<file path="src/rtl/subcore_dispatcher.sv">
// subcore_dispatcher: hands parallel-task launches from the main core to idle
// subcores in round-robin order, tracks per-core busy state from end pulses,
// and provides a join barrier that completes once every subcore is idle.

// Per-core slot: busy flag, one-cycle exec pulse, and the held PC/arguments.
module subcore_slot (
    input  logic        clk,
    input  logic        rst,
    input  logic        launch_i,
    input  logic        end_i,
    input  logic [31:0] pc_i,
    input  logic [31:0] u_i,
    input  logic [31:0] l_i,
    output logic        busy_o,
    output logic        exec_o,
    output logic [31:0] pc_o,
    output logic [31:0] u_o,
    output logic [31:0] l_o,
    output logic        end_ok_o,
    output logic        end_bad_o
);
    logic        busy_q, busy_d;
    logic        exec_q, exec_d;
    logic [31:0] pc_q, pc_d;
    logic [31:0] u_q, u_d;
    logic [31:0] l_q, l_d;

    // An end counts only for a busy core past its issue cycle; anything else is spurious.
    assign end_ok_o  = end_i & busy_q & ~exec_q;
    assign end_bad_o = end_i & ~(busy_q & ~exec_q);

    // Next-state: launch sets busy and latches arguments, a valid end clears busy.
    always_comb begin
        busy_d = busy_q;
        exec_d = launch_i;
        pc_d   = pc_q;
        u_d    = u_q;
        l_d    = l_q;
        if (end_ok_o) busy_d = 1'b0;
        if (launch_i) begin
            busy_d = 1'b1;
            pc_d   = pc_i;
            u_d    = u_i;
            l_d    = l_i;
        end
    end

    // Slot registers, synchronous reset.
    always_ff @(posedge clk) begin
        if (rst) begin
            busy_q <= 1'b0;
            exec_q <= 1'b0;
            pc_q   <= '0;
            u_q    <= '0;
            l_q    <= '0;
        end else begin
            busy_q <= busy_d;
            exec_q <= exec_d;
            pc_q   <= pc_d;
            u_q    <= u_d;
            l_q    <= l_d;
        end
    end

    assign busy_o = busy_q;
    assign exec_o = exec_q;
    assign pc_o   = pc_q;
    assign u_o    = u_q;
    assign l_o    = l_q;
endmodule

module subcore_dispatcher #(
    parameter int SUBCORE_NUM = 4,
    parameter int ID_W        = 2
) (
    input  logic                     clk,
    input  logic                     rst,
    input  logic                     req_valid,
    output logic                     req_ready,
    input  logic [31:0]              req_pc,
    input  logic [31:0]              req_u,
    input  logic [31:0]              req_l,
    output logic [ID_W-1:0]          req_core,
    input  logic                     join_valid,
    output logic                     join_done,
    output logic [SUBCORE_NUM-1:0]   exec_requested,
    output logic [32*SUBCORE_NUM-1:0] requested_pc,
    output logic [32*SUBCORE_NUM-1:0] u_n_in,
    output logic [32*SUBCORE_NUM-1:0] l_n_in,
    input  logic [SUBCORE_NUM-1:0]   subcore_ended,
    output logic [SUBCORE_NUM-1:0]   busy_mask,
    output logic [31:0]              completed_cnt,
    output logic                     err_spurious
);
    typedef enum logic {RUN, JOIN_WAIT} state_t;

    state_t                        state_q, state_d;
    logic [ID_W-1:0]               rr_q, rr_d;
    logic [31:0]                   cnt_q, cnt_d;
    logic                          err_q, err_d;
    logic [SUBCORE_NUM-1:0]        busy, exec, end_ok, end_bad, launch_vec;
    logic [SUBCORE_NUM-1:0][31:0]  pc_arr, u_arr, l_arr;
    logic [ID_W-1:0]               sel;
    logic                          handshake;

    // Readiness depends only on registered state, so a core freed this cycle waits a cycle.
    assign req_ready = (state_q == RUN) && (busy != '1);
    assign handshake = req_valid && req_ready;
    assign req_core  = sel;

    // Round-robin pick: first idle core scanning from rr_q upward, wrapping.
    always_comb begin
        int   idx;
        logic found;
        idx   = 0;
        found = 1'b0;
        sel   = '0;
        for (int k = 0; k < SUBCORE_NUM; k++) begin
            idx = (int'(rr_q) + k) % SUBCORE_NUM;
            if (!found && !busy[ID_W'(idx)]) begin
                found = 1'b1;
                sel   = ID_W'(idx);
            end
        end
    end

    // One-hot launch strobe to the selected slot.
    always_comb begin
        launch_vec = '0;
        if (handshake) launch_vec[sel] = 1'b1;
    end

    for (genvar i = 0; i < SUBCORE_NUM; i++) begin : g_slot
        subcore_slot u_slot (
            .clk      (clk),
            .rst      (rst),
            .launch_i (launch_vec[i]),
            .end_i    (subcore_ended[i]),
            .pc_i     (req_pc),
            .u_i      (req_u),
            .l_i      (req_l),
            .busy_o   (busy[i]),
            .exec_o   (exec[i]),
            .pc_o     (pc_arr[i]),
            .u_o      (u_arr[i]),
            .l_o      (l_arr[i]),
            .end_ok_o (end_ok[i]),
            .end_bad_o(end_bad[i])
        );
    end

    // Barrier release: all cores idle and nothing retiring this cycle.
    assign join_done = (state_q == JOIN_WAIT) && (busy == '0) && (end_ok == '0);

    // Completion counter, sticky error and round-robin pointer.
    always_comb begin
        cnt_d = cnt_q;
        for (int i = 0; i < SUBCORE_NUM; i++) cnt_d = cnt_d + 32'(end_ok[i]);
        err_d = err_q | (|end_bad);
        rr_d  = rr_q;
        if (handshake) rr_d = ID_W'((int'(sel) + 1) % SUBCORE_NUM);
    end

    // FSM next state: a launch in the same cycle defers the join by a cycle.
    always_comb begin
        state_d = state_q;
        case (state_q)
            RUN:       if (join_valid && !handshake) state_d = JOIN_WAIT;
            JOIN_WAIT: if (join_done) state_d = RUN;
            default:   state_d = RUN;
        endcase
    end

    // Control registers, synchronous reset.
    always_ff @(posedge clk) begin
        if (rst) begin
            state_q <= RUN;
            rr_q    <= '0;
            cnt_q   <= '0;
            err_q   <= 1'b0;
        end else begin
            state_q <= state_d;
            rr_q    <= rr_d;
            cnt_q   <= cnt_d;
            err_q   <= err_d;
        end
    end

    assign exec_requested = exec;
    assign requested_pc   = pc_arr;
    assign u_n_in         = u_arr;
    assign l_n_in         = l_arr;
    assign busy_mask      = busy;
    assign completed_cnt  = cnt_q;
    assign err_spurious   = err_q;
endmodule
</file>
<file path="config.mk">
export PLATFORM = sky130hd
export DESIGN_NAME = subcore_dispatcher
export DESIGN_NICKNAME = d
export VERILOG_FILES = /design/src/rtl/subcore_dispatcher.sv
export SDC_FILE = /design/constraint.sdc
export NUM_CORES = 1
export LEC_CHECK = 0
export ABC_AREA = 1
export CAP_MARGIN = 15
export CORE_MARGIN = 8
export CORE_UTILIZATION = 35
export CTS_BUF_LIST = sky130_fd_sc_hd__clkbuf_16
export DETAILED_ROUTE_END_ITERATION = 6
export SLEW_MARGIN = 20
export SYNTH_ARGS = -nofsm -noshare
export SYNTH_HDL_FRONTEND = slang
export SYNTH_SLANG_ARGS = --single-unit
</file>
<file path="constraint.sdc">
create_clock -name clk -period 3.65 [get_ports clk]
set_input_delay 0.73 -clock clk [delete_from_list [all_inputs] [get_ports clk]]
set_output_delay 0.73 -clock clk [all_outputs]
set_load 0.005 [all_outputs]
</file>
==> impl_metrics.env <==
export IMPL_status="completed"
export IMPL_reg2reg_to="completed_cnt[24]"
export IMPL_die_w_um=235
export IMPL_syn_avg_cell_area_um2=7.91
export IMPL_start_kind="register"
export IMPL_power_frac_comb_pct=42.7
export IMPL_syn_nets=2225
export IMPL_cp_slowest_cell="clkdlybuf4s50_1"
export IMPL_drive_gt1_share_pct=3.93
export IMPL_gp_congestion=0.897
export IMPL_netlist_top_cells_area="dfxtp_1 (51%), nand3_1 (12%), a21oi_1 (12%)"
export IMPL_cts_tree="done"
export IMPL_end_kind="output port"
export IMPL_fp_dieH_um=235
export IMPL_r2r_cells=14
export IMPL_worstHoldStart="g_slot[0].u_slot.u_o[3]"
export IMPL_reg2reg_from="g_slot[0].u_slot.busy_o"
export IMPL_firstDrtPassIters=6
export IMPL_relSlewSlack_pct=44.9
export IMPL_start_util_pct=35.2
export IMPL_power_share_clock_pct=24.3
export IMPL_final_area_mm2=0.0234
export IMPL_ys_warn_count=0
export IMPL_routed_via_density=5.21
export IMPL_crit_arrival_ns=2.62
export IMPL_drv_slew=0
export IMPL_path_cells="inv_1 > nand2_1 > nand2_1 > nand2_1 > nand2_1 > nor2_2 > nand4_1 > nand2_2 > clkdlybuf4s50_1"
export IMPL_internal_power_mw=11.5
export IMPL_num_rows=80
export IMPL_place_hpwl_um=44200
export IMPL_clk_path_buf_depth=3
export IMPL_tns_ns=0
export IMPL_setup_violations=0
export IMPL_seqPwrFrac_pct=33.0
export IMPL_drc_errors=0
export IMPL_cts_buffers=48
export IMPL_synth_edf_count=0
export IMPL_worst_slew_pin_slew_ns=0.826
export IMPL_syn_inst=2113
export IMPL_boundaryPins=533
export IMPL_hold_end="g_slot[0].u_slot.u_o[3]"
export IMPL_ys_types=30
export IMPL_clock_sinks=428
export IMPL_die_area_mm2=0.0550
export IMPL_synthFlopType="dfxtp_1"
export IMPL_grt_pass1_wl_um=97900
export IMPL_ant_nets=0
export IMPL_post_route_util_pct=49.4
export IMPL_vdd_drop_max_mv=0.815
export IMPL_worstPathRequired_ns=2.92
export IMPL_core_area_mm2=0.0474
export IMPL_crit_family="simple AND/OR/NAND/NOR gates"
export IMPL_setup_slack_ns=0.297
export IMPL_worstSetupPathType="reg -> out"
export IMPL_hold_depth=2
export IMPL_grt_pass1_vias=15808
export IMPL_maxCapViolations=0
export IMPL_cpPeakStageDelay_ns=0.61
export IMPL_clk_pin_slew_ns=0.06
export IMPL_routed_wl_met2_um=31800
export IMPL_hp_class="reg -> reg"
export IMPL_synth_async_reset_ratio_pct=0
export IMPL_wl_per_cell_um=20.8
export IMPL_area_delta_synth_final_pct=40.2
export IMPL_drt_initial_drc_count=1199
export IMPL_synth_common_cells="nand2_1 (510), dfxtp_1 (428), nand3_1 (416), a21oi_1 (413), clkbuf_1 (59)"
export IMPL_fin_skew_ns=0.0202
export IMPL_vias=16589
export IMPL_htreeDepth=2
export IMPL_synth_top_area_cell="dfxtp_1"
export IMPL_finalPower_mw=19.0
export IMPL_max_freq_mhz=298
export IMPL_crit_buf_inv=2
export IMPL_dpl_cell_area_mm2=0.0219
export IMPL_grt_usage_pct=22.6
export IMPL_postCtsSetupRepairBufs=0
export IMPL_place_ws_ns=0.102
export IMPL_rsz0062_at_grt="no"
export IMPL_synth_seq_cells=428
export IMPL_seq_area_frac_synth_pct=51.2
export IMPL_finalCritPeriodShare_pct=91.9
export IMPL_synth_top_area_share_pct=51.2
export IMPL_m1WireLength_um=25500
export IMPL_crit_start="g_slot[2].u_slot.busy_o"
export IMPL_crit_fanout=7
export IMPL_cpMostUsedCell="nand2_1"
export IMPL_power_density_mw_per_mm2=809
export IMPL_grt_overflow_total=0
export IMPL_regToRegSetupSlack_ns=0.49
export IMPL_root_buffer="clkbuf_16"
export IMPL_layout_min_cycle_time_ns=3.35
export IMPL_io_buffers=532
export IMPL_synth_most_common_cell="nand2_1"
export IMPL_top_layer="met5"
export IMPL_p_leak_nw=7.83
export IMPL_switchingPower_mw=7.50
export IMPL_grt_max_degree=158
export IMPL_finalWirelength_um=66100
export IMPL_wl_met3_um=6720
export IMPL_antenna_found_initial=3
export IMPL_clock_latency_ns=0.58
export IMPL_fill_cells=4642
export IMPL_syn_cell_area_mm2=0.0167
export IMPL_fin_nets=2645
export IMPL_p_sw_share_pct=39.6
export IMPL_hold_viol_final=0
-- layout by cell type, fill, tap and decap left out, types with 2 or more instances in the layout --
master / n
a21oi_1: 413
buf_12: 7
buf_4: 14
bufinv_16: 3
clkbuf_16: 50
clkdlybuf4s50_1: 530
clkinv_1: 8
clkinv_2: 5
dfxtp_1: 427
diode_2: 2
fa_1: 3
ha_4: 4
inv_1: 65
inv_2: 2
nand2_1: 509
nand2_8: 5
nand3_1: 416
nand3b_1: 3
nand4_1: 7
nor2_1: 48
nor3_1: 15
o21a_1: 4
o21ai_0: 13
xor2_1: 2
-- cell type report --
type / count / area [um2] / share of cell area, %
flip-flops and latches: 428 / 8570 / 36.6
multi-input cells: 1451 / 6830 / 29.1
repair buffers: 553 / 5580 / 23.8
clock buffers: 50 / 1250 / 5.34
well taps: 615 / 769 / 3.28
clock inverters: 35 / 234 / 0.998
inverters: 51 / 204 / 0.870
diodes: 2 / 5.00 / 0.0214
-- registers in the layout, summed over array words and instances (netlist names) --
signal,count
g_slot.u_slot.l_o,128
g_slot.u_slot.busy_o,4
rr_q,2
err_spurious,1
g_slot.u_slot.exec_o,4
g_slot.u_slot.pc_o,128
g_slot.u_slot.u_o,128
state_q,1
completed_cnt,32
-- metal layers --
layer	GRT usage, %	vias to the layer above
li1	-	7933
met1	26.5	7932
met2	38.0	614
met3	8.42	108
met4	7.39	2
met5	0	-
-- cell families (layout without fill, tap and decap cells) --
logic type / count (synthesis) / in the layout / share of synthesized area, %
XOR/XNOR: 3 / 3 / 0.157
AO/OA/AOI/OAI: 431 / 431 / 13.0
other: 0 / 2 / 0
adder cells (fa/ha/maj): 8 / 8 / 0.733
AND/OR/NAND/NOR: 1009 / 1009 / 26.7
buffers and inverters: 234 / 689 / 8.23
flip-flops: 428 / 428 / 51.2
-- worst register-to-register path, cell delays in order, from the launching register on --
cell and delay [ns]:
dfxtp_1 0.48, inv_1 0.18, nor2_1 0.12, nand2_1 0.09
fa_1 0.51, fa_1 0.44, inv_1 0.09, fa_1 0.21
nand2_1 0.10, nor2_1 0.14, nand2_1 0.13, inv_1 0.13
nand2_1 0.08, or2_2 0.27, a21oi_1 0.12
-- what timing repair did --
| action | CTS | global route |
|---|---|---|
| endpoints found under the hold margin | 0 | 0 |
| resized for setup | 1 | 2 |
| hold buffers | 0 | 0 |
| setup endpoints to repair | 2 | 2 |
-- power by group through the flow --
stage               combinational [mW]  sequential (mW)  clock [mW]
floorplan                         4.16             6.33           0
global placement                  8.14             6.31           0
detailed placement                8.20             6.33           0
CTS                               8.23             6.25        4.74
global route                      8.74             6.37        4.93
finish                            8.09             6.25        4.61
-- per-stage QoR --
step / hold slack (ns) / instances
CTS: 0.462 / 3183
floorplan: 0.455 / 2113
global route: 0.473 / 3184
global placement: 0.447 / 3098
detailed placement: 0.452 / 3098
finish: 0.459 / 3185
-- how the worst max path moves through the flow --
stage / endpoint / slack (ns) / depth (start not counted)
finish: req_core[0] / 0.30 / 9
global route: req_core[0] / 0.02 / 9
CTS: req_core[1] / 0.12 / 11
detailed placement: completed_cnt[24] / 0.10 / 13
global placement: completed_cnt[24] / 0.12 / 13
floorplan: completed_cnt[24] / 0.73 / 12
No activity file was read; power rests on OpenSTA's default activity.
==> RTL change (config.mk and constraints unchanged) <==
Take the reset off `pc_q`, `u_q` and `l_q` and load them in a clocked block of their own.
--- a/src/rtl/subcore_dispatcher.sv
+++ b/src/rtl/subcore_dispatcher.sv
@@ -51,14 +51,14 @@
             busy_q <= 1'b0;
             exec_q <= 1'b0;
-            pc_q   <= '0;
-            u_q    <= '0;
-            l_q    <= '0;
         end else begin
             busy_q <= busy_d;
             exec_q <= exec_d;
-            pc_q   <= pc_d;
-            u_q    <= u_d;
-            l_q    <= l_d;
         end
+    end
+
+    always_ff @(posedge clk) begin
+        pc_q <= pc_d;
+        u_q  <= u_d;
+        l_q  <= l_d;
     end
 
Check against the original RTL: not equivalent (Yosys sat finds a counterexample within 4 cycles, from zero or initial values and one cycle with rst high).
==> RTL change against the unedited design <==
  * Total power shrank 17%
  * Critical path depth grew 2
  * Setup slack gained 120 ps
  * First-iteration DRC count shrank 51%
  * Routed wire length shrank 27%
  * Sequential cell count is the same
  * Synthesized area shrank 15%
  * Design area shrank 7.1%
  * Critical path type unchanged
==> RTL change: results (changes against the unedited design) <==
- The arithmetic-cell share of the synthesized area counting full adders, half adders and majority gates was 0.00867 (was 0.00733).
- The synthesized area divided by synthesized cell count is 18.0 um^2 (was 7.91 um^2).
- The clock latency on the worst-skew pair came to 550 ps (was 580 ps).
- The delay of the slowest cell on the worst path is 560 ps (was 610 ps).
- The violation count after the first detailed-routing iteration came to 588 (was 1199).
- The number of placed instances with taps included was 1855 (was 3098).
- The count of vias placed by the detailed router came to 9077 (was 16.6k).
- The met2 track demand over resource in global routing is 0.362 (was 0.380).
- The xor and xnor area share after synthesis is 0.00124 (was 0.00157).
- The leakage component of the power was 7.36 nW (was 7.83 nW).
- The setup clock skew after layout is 9.59 ps (was 20.2 ps).
- The number of inserted filler cells in the final layout is 3226 (was 4642).
- The number of flops mapped to enable cells by yosys is 384 (was 0).
- The number of buffers created by CTS is 45 (was 48).
- The first-pass iteration count of the detailed router is 5 (was 6).
- The wire length of the first global-routing pass came to 67200 um (was 97900 um).
- Top cells by area, synth: sky130_fd_sc_hd__edfxtp_1 82%, sky130_fd_sc_hd__dfxtp_1 6.2%, sky130_fd_sc_hd__nand2_1 3.2% (was sky130_fd_sc_hd__dfxtp_1 51%, sky130_fd_sc_hd__nand3_1 12%, sky130_fd_sc_hd__a21oi_1 12%).
- The sequential-to-total area share from yosys stat is 0.878 (was 0.512).
- The family of cells with the greatest summed delay on the critical path is buffers and inverters (was simple AND/OR/NAND/NOR gates).
- The maximum fanout count along the critical path is 10 (was 7).
- The register-to-register setup slack is 710 ps (was 490 ps).
- The pin count of the biggest net entering global routing is 51 (was 158).
- The end point of the most critical hold path is err_spurious (was g_slot[0].u_slot.u_o[3]).
- The largest vdd supply drop is 360 uV (was 815 uV).
- The final net count is 1489 (was 2645).
- The met1 routing resource usage after global routing came to 0.215 (was 0.265).
- Result of the run: finished clean (unchanged).
[RTL change: cell types whose count changed in the layout (fill, tap and decap cells not counted), moves of 10 or more]
cell and delta:
sky130_fd_sc_hd__a21oi_1 -388, sky130_fd_sc_hd__dfxtp_1 -383, sky130_fd_sc_hd__edfxtp_1 +384, sky130_fd_sc_hd__inv_1 -19, sky130_fd_sc_hd__nand2_1 -388, sky130_fd_sc_hd__nand3_1 -395
sky130_fd_sc_hd__nor2_1 +10
[RTL change: where the power goes]
group	leakage, nW	switching (mW)	internal, mW
sequential	3.87	0.330	6.79
clock	0.733	1.83	2.57
combinational	2.75	2.02	2.12
[RTL change: tightest hold or removal path, stage by stage, from the launching register on]
cell,delay [ps]
sky130_fd_sc_hd__dfxtp_1,330
sky130_fd_sc_hd__nor2_1,50
sky130_fd_sc_hd__nor2_1,70
[RTL change: worst max path at each step]
stage,startpoint,to,slack [ps],cells after the start
after floorplan,rr_q[0],g_slot[0].u_slot.l_o[0],460,14
after global placement,subcore_ended[0],completed_cnt[18],190,13
after detailed placement,subcore_ended[0],completed_cnt[18],180,13
after CTS,rr_q[0],req_core[0],370,11
after global routing,rr_q[0],req_core[0],160,11
final,rr_q[0],req_core[0],420,11
[RTL change: final cells by class]
type,instances,share of cell area
Timing Repair Buffer,556,0.257
Tap cell,525,0.0302
Multi-Input combinational cell,304,0.0696
Inverter,42,0.00735
Clock inverter,36,0.0132
Clock buffer,46,0.0529
Sequential cell,428,0.570
[RTL change: kinds of logic after synthesis]
family / after synthesis
simple gates: 247
fa+ha+maj: 8
compound gates: 47
flops: 428
xor+xnor: 2
buf+inv: 55
[RTL change: metal layers]
layer / vias to the layer above / share of wire
li1: 4049 / -
met1: 4580 / 0.37
met2: 389 / 0.53
met3: 57 / 0.082
met4: 2 / 0.018
met5: - / 0.00031
